### config.mk
export PLATFORM = sky130hd
export DESIGN_NAME = puzzle_dealer_flat
export DESIGN_NICKNAME = d
export VERILOG_FILES = /design/src/rtl/puzzle_dealer_if.sv /design/src/rtl/puzzle_dealer.sv /design/src/flat_wrapper.sv
export SDC_FILE = /design/constraint.sdc
export NUM_CORES = 1
export LEC_CHECK = 0
export CAP_MARGIN = 25
export CORE_ASPECT_RATIO = 1.5
export CORE_MARGIN = 3
export CORE_UTILIZATION = 45
export CTS_CLUSTER_SIZE = 16
export DETAILED_ROUTE_END_ITERATION = 16
export PLACE_DENSITY = 0.78
export SKIP_CTS_REPAIR_TIMING = 1
export SYNTH_ARGS = -nofsm -noshare
export SYNTH_HDL_FRONTEND = slang
export SYNTH_SLANG_ARGS = --single-unit
### constraint.sdc
create_clock -name clk -period 2.3 [get_ports clk]
set_clock_uncertainty 0.05 [all_clocks]
set_input_delay 0.46 -clock clk [delete_from_list [all_inputs] [get_ports clk]]
set_output_delay 0.46 -clock clk [all_outputs]
set_load 0.005 [all_outputs]
### src/rtl/puzzle_dealer_if.sv
// Request/deal bus between the game-control FSM (master) and the puzzle dealer (slave).
interface puzzle_dealer_if #(
  parameter int IDX_W = 5,
  parameter int NUM_W = 4
) ();
  logic             deal_req;
  logic             shuffle_en;
  logic [NUM_W-1:0] num1;
  logic [NUM_W-1:0] num2;
  logic [NUM_W-1:0] num3;
  logic [NUM_W-1:0] num4;
  logic [IDX_W-1:0] set_idx;
  logic             deal_valid;
  logic             busy;
  logic             deck_wrap;
  logic [IDX_W:0]   dealt_count;

  modport master (
    output deal_req, shuffle_en,
    input  num1, num2, num3, num4, set_idx, deal_valid, busy, deck_wrap, dealt_count
  );

  modport slave (
    input  deal_req, shuffle_en,
    output num1, num2, num3, num4, set_idx, deal_valid, busy, deck_wrap, dealt_count
  );
endinterface

### src/rtl/puzzle_dealer.sv
// Deals one solvable 24-game set per request from a fixed table, never repeating
// within a deck and starting a fresh deck automatically once every set is used.
module puzzle_dealer #(
  parameter int         SET_COUNT = 32,
  parameter int         IDX_W     = 5,
  parameter int         NUM_W     = 4,
  parameter logic [4:0] LFSR_SEED = 5'h15
) (
  input logic            clk,
  input logic            rst,
  puzzle_dealer_if.slave bus
);

  typedef enum logic {IDLE, SCAN} state_t;

  localparam logic [IDX_W:0]   DECK_FULL = (IDX_W+1)'(SET_COUNT);
  localparam logic [IDX_W:0]   CNT_ONE   = (IDX_W+1)'(1);
  localparam logic [IDX_W-1:0] IDX_ONE   = IDX_W'(1);

  state_t                 state;
  logic [SET_COUNT-1:0]   used;
  logic [IDX_W-1:0]       seq_ptr;
  logic [IDX_W-1:0]       cand;
  logic [IDX_W-1:0]       lfsr;
  logic [15:0]            entry;

  // Each entry packs the four numbers as nibbles, num1 in the top nibble.
  function automatic logic [15:0] table_entry(input logic [4:0] i);
    case (i)
      5'd0:    table_entry = 16'h248B;
      5'd1:    table_entry = 16'h26CD;
      5'd2:    table_entry = 16'h357D;
      5'd3:    table_entry = 16'h366B;
      5'd4:    table_entry = 16'h137C;
      5'd5:    table_entry = 16'h789A;
      5'd6:    table_entry = 16'h26BC;
      5'd7:    table_entry = 16'h348D;
      5'd8:    table_entry = 16'h36AA;
      5'd9:    table_entry = 16'h449C;
      5'd10:   table_entry = 16'h4679;
      5'd11:   table_entry = 16'h56BD;
      5'd12:   table_entry = 16'h88BC;
      5'd13:   table_entry = 16'hBCCD;
      5'd14:   table_entry = 16'h1346;
      5'd15:   table_entry = 16'h78AD;
      5'd16:   table_entry = 16'h1234;
      5'd17:   table_entry = 16'h1138;
      5'd18:   table_entry = 16'h2223;
      5'd19:   table_entry = 16'h4446;
      5'd20:   table_entry = 16'h1555;
      5'd21:   table_entry = 16'h3388;
      5'd22:   table_entry = 16'h6666;
      5'd23:   table_entry = 16'h234C;
      5'd24:   table_entry = 16'h1668;
      5'd25:   table_entry = 16'h3456;
      5'd26:   table_entry = 16'h1277;
      5'd27:   table_entry = 16'h259A;
      5'd28:   table_entry = 16'h44AA;
      5'd29:   table_entry = 16'h1456;
      5'd30:   table_entry = 16'h235C;
      default: table_entry = 16'h1699;
    endcase
  endfunction

  assign entry    = table_entry(5'(cand));
  assign bus.busy = (state != IDLE);

  // Taps sit at the top bit and bit 2 for both x^5+x^3+1 and x^4+x^3+1.
  always_ff @(posedge clk or posedge rst) begin
    if (rst) begin
      state           <= IDLE;
      used            <= '0;
      seq_ptr         <= '0;
      cand            <= '0;
      lfsr            <= LFSR_SEED[IDX_W-1:0];
      bus.num1        <= '0;
      bus.num2        <= '0;
      bus.num3        <= '0;
      bus.num4        <= '0;
      bus.set_idx     <= '0;
      bus.deal_valid  <= 1'b0;
      bus.deck_wrap   <= 1'b0;
      bus.dealt_count <= '0;
    end else begin
      lfsr           <= {lfsr[IDX_W-2:0], lfsr[IDX_W-1] ^ lfsr[2]};
      bus.deal_valid <= 1'b0;
      bus.deck_wrap  <= 1'b0;
      case (state)
        IDLE: begin
          if (bus.deal_req) begin
            cand  <= bus.shuffle_en ? lfsr : seq_ptr;
            state <= SCAN;
            if (bus.dealt_count == DECK_FULL) begin
              used            <= '0;
              bus.dealt_count <= '0;
              bus.deck_wrap   <= 1'b1;
            end
          end
        end
        SCAN: begin
          // The deck is never full here, so this walk always finds a free slot.
          if (used[cand]) begin
            cand <= cand + IDX_ONE;
          end else begin
            bus.num1        <= NUM_W'(entry[15:12]);
            bus.num2        <= NUM_W'(entry[11:8]);
            bus.num3        <= NUM_W'(entry[7:4]);
            bus.num4        <= NUM_W'(entry[3:0]);
            bus.set_idx     <= cand;
            used[cand]      <= 1'b1;
            seq_ptr         <= cand + IDX_ONE;
            bus.dealt_count <= bus.dealt_count + CNT_ONE;
            bus.deal_valid  <= 1'b1;
            state           <= IDLE;
          end
        end
        default: state <= IDLE;
      endcase
    end
  end

endmodule

### src/flat_wrapper.sv
// flat-port wrapper written by rule: the top's interface ports become plain ports
module puzzle_dealer_flat 
#(
  parameter int         SET_COUNT = 32,
  parameter int         IDX_W     = 5,
  parameter int         NUM_W     = 4,
  parameter logic [4:0] LFSR_SEED = 5'h15
)
  (clk, rst, bus_deal_req, bus_shuffle_en, bus_num1, bus_num2, bus_num3, bus_num4, bus_set_idx, bus_deal_valid, bus_busy, bus_deck_wrap, bus_dealt_count);
  puzzle_dealer_if #(.IDX_W(IDX_W), .NUM_W(NUM_W)) bus_i ();
  input logic clk;
  input logic rst;
  input wire logic [$bits(bus_i.deal_req)-1:0] bus_deal_req;
  input wire logic [$bits(bus_i.shuffle_en)-1:0] bus_shuffle_en;
  output wire logic [$bits(bus_i.num1)-1:0] bus_num1;
  output wire logic [$bits(bus_i.num2)-1:0] bus_num2;
  output wire logic [$bits(bus_i.num3)-1:0] bus_num3;
  output wire logic [$bits(bus_i.num4)-1:0] bus_num4;
  output wire logic [$bits(bus_i.set_idx)-1:0] bus_set_idx;
  output wire logic [$bits(bus_i.deal_valid)-1:0] bus_deal_valid;
  output wire logic [$bits(bus_i.busy)-1:0] bus_busy;
  output wire logic [$bits(bus_i.deck_wrap)-1:0] bus_deck_wrap;
  output wire logic [$bits(bus_i.dealt_count)-1:0] bus_dealt_count;
  assign bus_i.deal_req = bus_deal_req;
  assign bus_i.shuffle_en = bus_shuffle_en;
  assign bus_num1 = bus_i.num1;
  assign bus_num2 = bus_i.num2;
  assign bus_num3 = bus_i.num3;
  assign bus_num4 = bus_i.num4;
  assign bus_set_idx = bus_i.set_idx;
  assign bus_deal_valid = bus_i.deal_valid;
  assign bus_busy = bus_i.busy;
  assign bus_deck_wrap = bus_i.deck_wrap;
  assign bus_dealt_count = bus_i.dealt_count;
  puzzle_dealer #(.SET_COUNT(SET_COUNT), .IDX_W(IDX_W), .NUM_W(NUM_W), .LFSR_SEED(LFSR_SEED)) u_core (.clk(clk), .rst(rst), .bus(bus_i));
endmodule
Word-level counts from Yosys, hierarchy flattened

Memory sizes are Yosys's and may differ from the RTL's. A register that Yosys moved wholly into a read port is not among the register bits.
Index checks and enable logic that the tools add are counted.

Register bits: 61
Input port bits: 4
Logic and storage cells: 51
Output and inout bits: 30
Memories kept: 1
Bits in read-only memories: 512

$lt $le $gt $ge: 2
Muxes and demuxes: 24
Bitwise operators: 4
$add $sub $neg: 2
Equal/unequal tests: 5
Reduce and logical (&&, ||, !) cells: 4

Memories:

| name            | words | bits a word | rd ports | clocked after Yosys merged registers in | wr ports | line                | text |
|---|---|---|---|---|---|---|---|
| (no name shown) | 32    | 16          | 1        | 1                                       | 0        | puzzle_dealer.sv:29 | `case (i)` |

Operators with widths:

| kind                | count |
|---|---|
| $mux 32             | 3 |
| $pmux 32 s2         | 1 |
| $or 32x32->32       | 1 |
| $mux 6              | 3 |
| $mux 5              | 3 |
| $pmux 6 s2          | 1 |
| $pmux 5 s2          | 1 |
| $mux 1              | 9 |
| $add 6x1->6 const B | 1 |
| $eq 6x6->1 const B  | 1 |
| $lt 5x6->1 const B  | 1 |
| $ne 2x2->1 const B  | 3 |
| $add 5x1->5 const B | 1 |
| $bmux 1 s5          | 1 |
| $demux 1 s5         | 1 |
| $ge 5x1->1 const B  | 1 |
| $reduce_and 2->1    | 2 |
| $reduce_and 3->1    | 1 |
| $ne 2x1->1 const B  | 1 |
| $not 1->1           | 2 |
| $pmux 1 s2          | 1 |
| $logic_and 1x1->1   | 1 |
| $xor 1x1->1         | 1 |

Logic depth before layout (Yosys ltp)

Word-level depth: 7
Gate-level depth with buffers: 10
Gate-level depth less buffers: 8

Worst setup path before layout

Ideal clock, no wire load.

Kind: register to register
Start: register u_core.cand[0]
End: register u_core.bus.num1[0]
Clock period less this slack: 2.283 ns
Buffers on the path: 2
Slack: 0.017 ns
Library setup time: 0.125 ns
Cell stages (with the launch flop): 9
Required time: 2.125 ns
Arrival: 2.108 ns
Cell sequence: dfrtp_1 -> buf_6 -> mux4_2 -> nand3_1 -> and4_4 -> nand2_4 -> inv_4 -> buf_8 -> mux2_4

Longest elaborated chain between the ends: 4

RTL lines:

| item                         | line                   | text |
|---|---|---|
| start: declaration           | puzzle_dealer.sv:23    | `logic [IDX_W-1:0] cand;` |
| start signal: assignment     | puzzle_dealer.sv:91    | `cand <= bus.shuffle_en ? lfsr : seq_ptr;` |
| start signal: assignment     | puzzle_dealer.sv:103   | `cand <= cand + IDX_ONE;` |
| $bmux 1 s5                   | puzzle_dealer.sv:102   | `if (used[cand]) begin` |
| $mux 1 (implied by the code) | puzzle_dealer.sv:102   |  |
| $not 1->1 (no line)          | n/a                    |  |
| $reduce_and 2->1 (no line)   | n/a                    |  |
| end signal: assignment       | puzzle_dealer.sv:105   | `bus.num1 <= NUM_W'(entry[15:12]);` |
| end: declaration             | puzzle_dealer_if.sv:25 | `output num1, num2, num3, num4, set_idx, deal_valid, busy, deck_wrap, dealt_count` |

Parallel ways exist; a longest one is shown, timed or not. The select of a mux whose other input is x is not followed.
A chain may end at the register's enable or synchronous reset.

Worst setup path in the final report

Start: register u_core.cand[0]
End: register u_core.cand[3]

Longest elaborated chain between the ends: 4
Elaborated cells on any way between the ends: 7
Classes of those cells: add/sub: 1; eq/ne: 1; mux: 4; reduce/logical: 1

RTL lines:

| item                         | line |
|---|---|
| $bmux 1 s5                   | puzzle_dealer.sv:102 |
| $mux 1 (implied by the code) | puzzle_dealer.sv:102 |
| $ne 2x2->1 (no line)         | n/a |
| $reduce_and 2->1 (no line)   | n/a |

Parallel ways exist; a longest one is shown, timed or not. The select of a mux whose other input is x is not followed.

==> qor.csv <==
metric,value,unit
drt-total-wl,14090,um
crit_buf_inv,3,
slowest_delay,0.48,ns
nFillCells,723,
synth-seq-cells,77,
netlist_top_cells_area,"dfrtp_1 42%, mux2_4 3.7%, o21ai_0 3.5%",
setup_violations,4,
synth_edf_count,0,
slew_headroom,0.7052,
cp_data_arrival_time,2.50,ns
synth.most_common_cell,dfrtp_1,
postSynth.asyncResetShare,1.000,
first_pass_iters,5,
drt_iter0_markers,369,
cts_made_buffers,9,
die_w,86.90,um
grt_max_degree,38,
period_needed,2.315,ns
worstSkewPairLatency,0.34,ns
portBuffers,33,
synth_area_per_cell,9.995,um^2
syn_inst,442,
start_kind,flop,
finalPower,11.67,mW
timing.final.crit_share,1.006,
rsz0062_at_grt,true,
grt_antenna_before_repair,0,
numClockSinks,77,
grtUsageTotal,0.2467,
synth_ff_type,dfrtp_1,
holdWs,0.3413,ns
maxCapViolCount,0,
crit_top_cell,buf_12,
critPathMaxFanout,8,
drt-wirelength-per-cell,21.32,um
finalNonFillerCells,661,
pin_count,34,
dieArea,11070,um^2
violations,negative setup slack,
grt_pass1_wl,21050,um
cts.clk_slew.worst_paths,0.06,ns
total_leakage_power,2.598,nW
yosys_warnings,0,
gp_congestion,0.9447,
diodes,0,
cpLargestDelayFamily,multiplexers,
overflow,0,
core,9415,um^2
finalHoldViolCount,0,
antenna_left,0,
pre_cts_slack,-0.3119,ns
crit_type,reg -> reg,
cts_tree,yes,
final_max_slew_viol_count,0,
syn_to_final_growth,36.87,%
seq_area_frac_synth,0.4370,
max_freq,0.4320,GHz
htreeDepth,3,
hold_class,reg -> reg,
cp.required,2.48,ns
yosys.area.top_type,dfrtp_1,
power_density,1931,nW/um^2
num_vias,4121,
synthesis.nets,458,
rows,43,
synth_cell_types,65,
endpoint_kind,flop,
grt_pass1_vias,3982,
tightestPinTransition,0.4366,ns
finalNetCount,560,
setup_slack,-0.01472,ns
drc,0,
peakVddDrop,1.093,mV
outcome,"complete, but fails checks",
synthTopCellsByCount,"74 x dfrtp_1, 40 x nor2_1, 31 x o21ai_0",
dp_cells,630,
slowest_stage,mux4_2,
synth.top_cell.area_share,0.4191,
syn_area,4418,um^2
dp_hpwl,9512,um
crit_chain,buf_12 > mux4_2 > nand2_1 > a31o_1 > and4_4 > buf_12 > buf_8 > a21oi_4 > o211a_1,
cts-root-buf,clkbuf_16,
chipHeight,127.4,um
drive_gt1_frac,0.3151,
viasPerCell,6.234,
timing.setup.tns,-0.03410,ns
cts_max_path_buffers,2,
start_util,0.4692,
[where the power goes]
part / leakage (nW) / total [mW] / internal [mW] / switching (mW)
logic: 1.54 / 7.79 / 3.82 / 3.96
clock network: 0.144 / 1.44 / 0.854 / 0.588
registers: 0.917 / 2.44 / 2.00 / 0.449
[cells by family after synthesis]
logic type,Yosys count,synth area share
AOI/OAI and AO/OA,125,0.1957
xor gates and xnor gates,8,0.01586
adders and majority gates,12,0.03398
buffers and inverters,56,0.06089
DFF,77,0.4370
muxes,35,0.1099
and+or+nand+nor,129,0.1467
[cell type report]
type,instances,area (um^2),area share
clock buffer,9,225.2,0.03724
clock inverter,7,82.58,0.01366
inverter,16,80.08,0.01324
multi-input combinational,309,2359,0.3900
sequential,77,1933,0.3197
tap,112,140.1,0.02317
timing repair buffer,129,1195,0.1976
timing repair inverter,2,32.53,0.005380
[worst register-to-register path, stage by stage, from the launching register on]
cell	delay [ns]
dfrtp_2	0.39
buf_12	0.14
mux4_2	0.49
nand2_1	0.08
a31o_1	0.20
and4_4	0.31
buf_12	0.14
buf_8	0.13
a21oi_4	0.07
o211a_1	0.21
[layout by cell type, fill, tap and decap left out, types with 6 or more instances in the layout]
master           Yosys  final
clkbuf_16            0     11
a41oi_1             16     16
a21oi_1             21     20
dfrtp_1             74     72
nand3_1             15     12
o21a_1              13     13
mux2i_1             14     14
ha_1                12     10
o21ai_1              1     12
clkdlybuf4s50_1      0     33
buf_4                1     81
inv_1               12     10
nor3_1              10      9
nor4_1              10      8
o21ai_0             31     15
mux4_2               6      6
nand2_1             30     30
mux2_4              11     14
buf_12               0      6
a31oi_1              8      8
nor2_1              40     40
[worst paths after layout]
kind,start,endpoint,slack [ns],depth (start not counted)
setup / recovery,u_core.cand[0]$_DFFE_PP0P_,u_core.cand[3]$_DFFE_PP0P_,-0.01,9
hold / removal,u_core.lfsr[1]$_DFF_PP0_,u_core.lfsr[2]$_DFF_PP1_,0.34,0
setup reg to reg,u_core.cand[0]$_DFFE_PP0P_,u_core.cand[3]$_DFFE_PP0P_,-0.01,9
hold reg to reg,u_core.lfsr[1]$_DFF_PP0_,u_core.lfsr[2]$_DFF_PP1_,0.34,0
max in group asynchronous,rst,u_core.used[7]$_DFFE_PP0P_,1.25,3
min in group asynchronous,rst,u_core.bus.set_idx[4]$_DFFE_PP0P_,0.42,2
[layer usage]
| metal | share of wire | global-route usage |
|---|---|---|
| met1 | 0.37 | 0.2967 |
| met2 | 0.50 | 0.4201 |
| met3 | 0.059 | 0.04452 |
| met4 | 0.067 | 0.1156 |
| met5 | 0 | 0 |
[metrics by stage]
step	cell area [um^2]	utilization
4_1_cts	5667	0.6019
5_1_grt	6047	0.6423
3_5_place_dp	5359	0.5692
6_report	6047	0.6423
3_3_place_gp	5359	0.5692
2_1_floorplan	4422	-
[registers in the layout, summed over array words and instances (netlist names), 4 cells and up]
signal / cells
u_core.seq_ptr: 5
u_core.bus.set_idx: 5
u_core.bus.num4: 4
u_core.bus.num1: 4
u_core.used: 32
u_core.bus.dealt_count: 6
u_core.bus.num3: 4
u_core.lfsr: 5
u_core.cand: 5
u_core.bus.num2: 4
(Power assumes the default switching activity.)
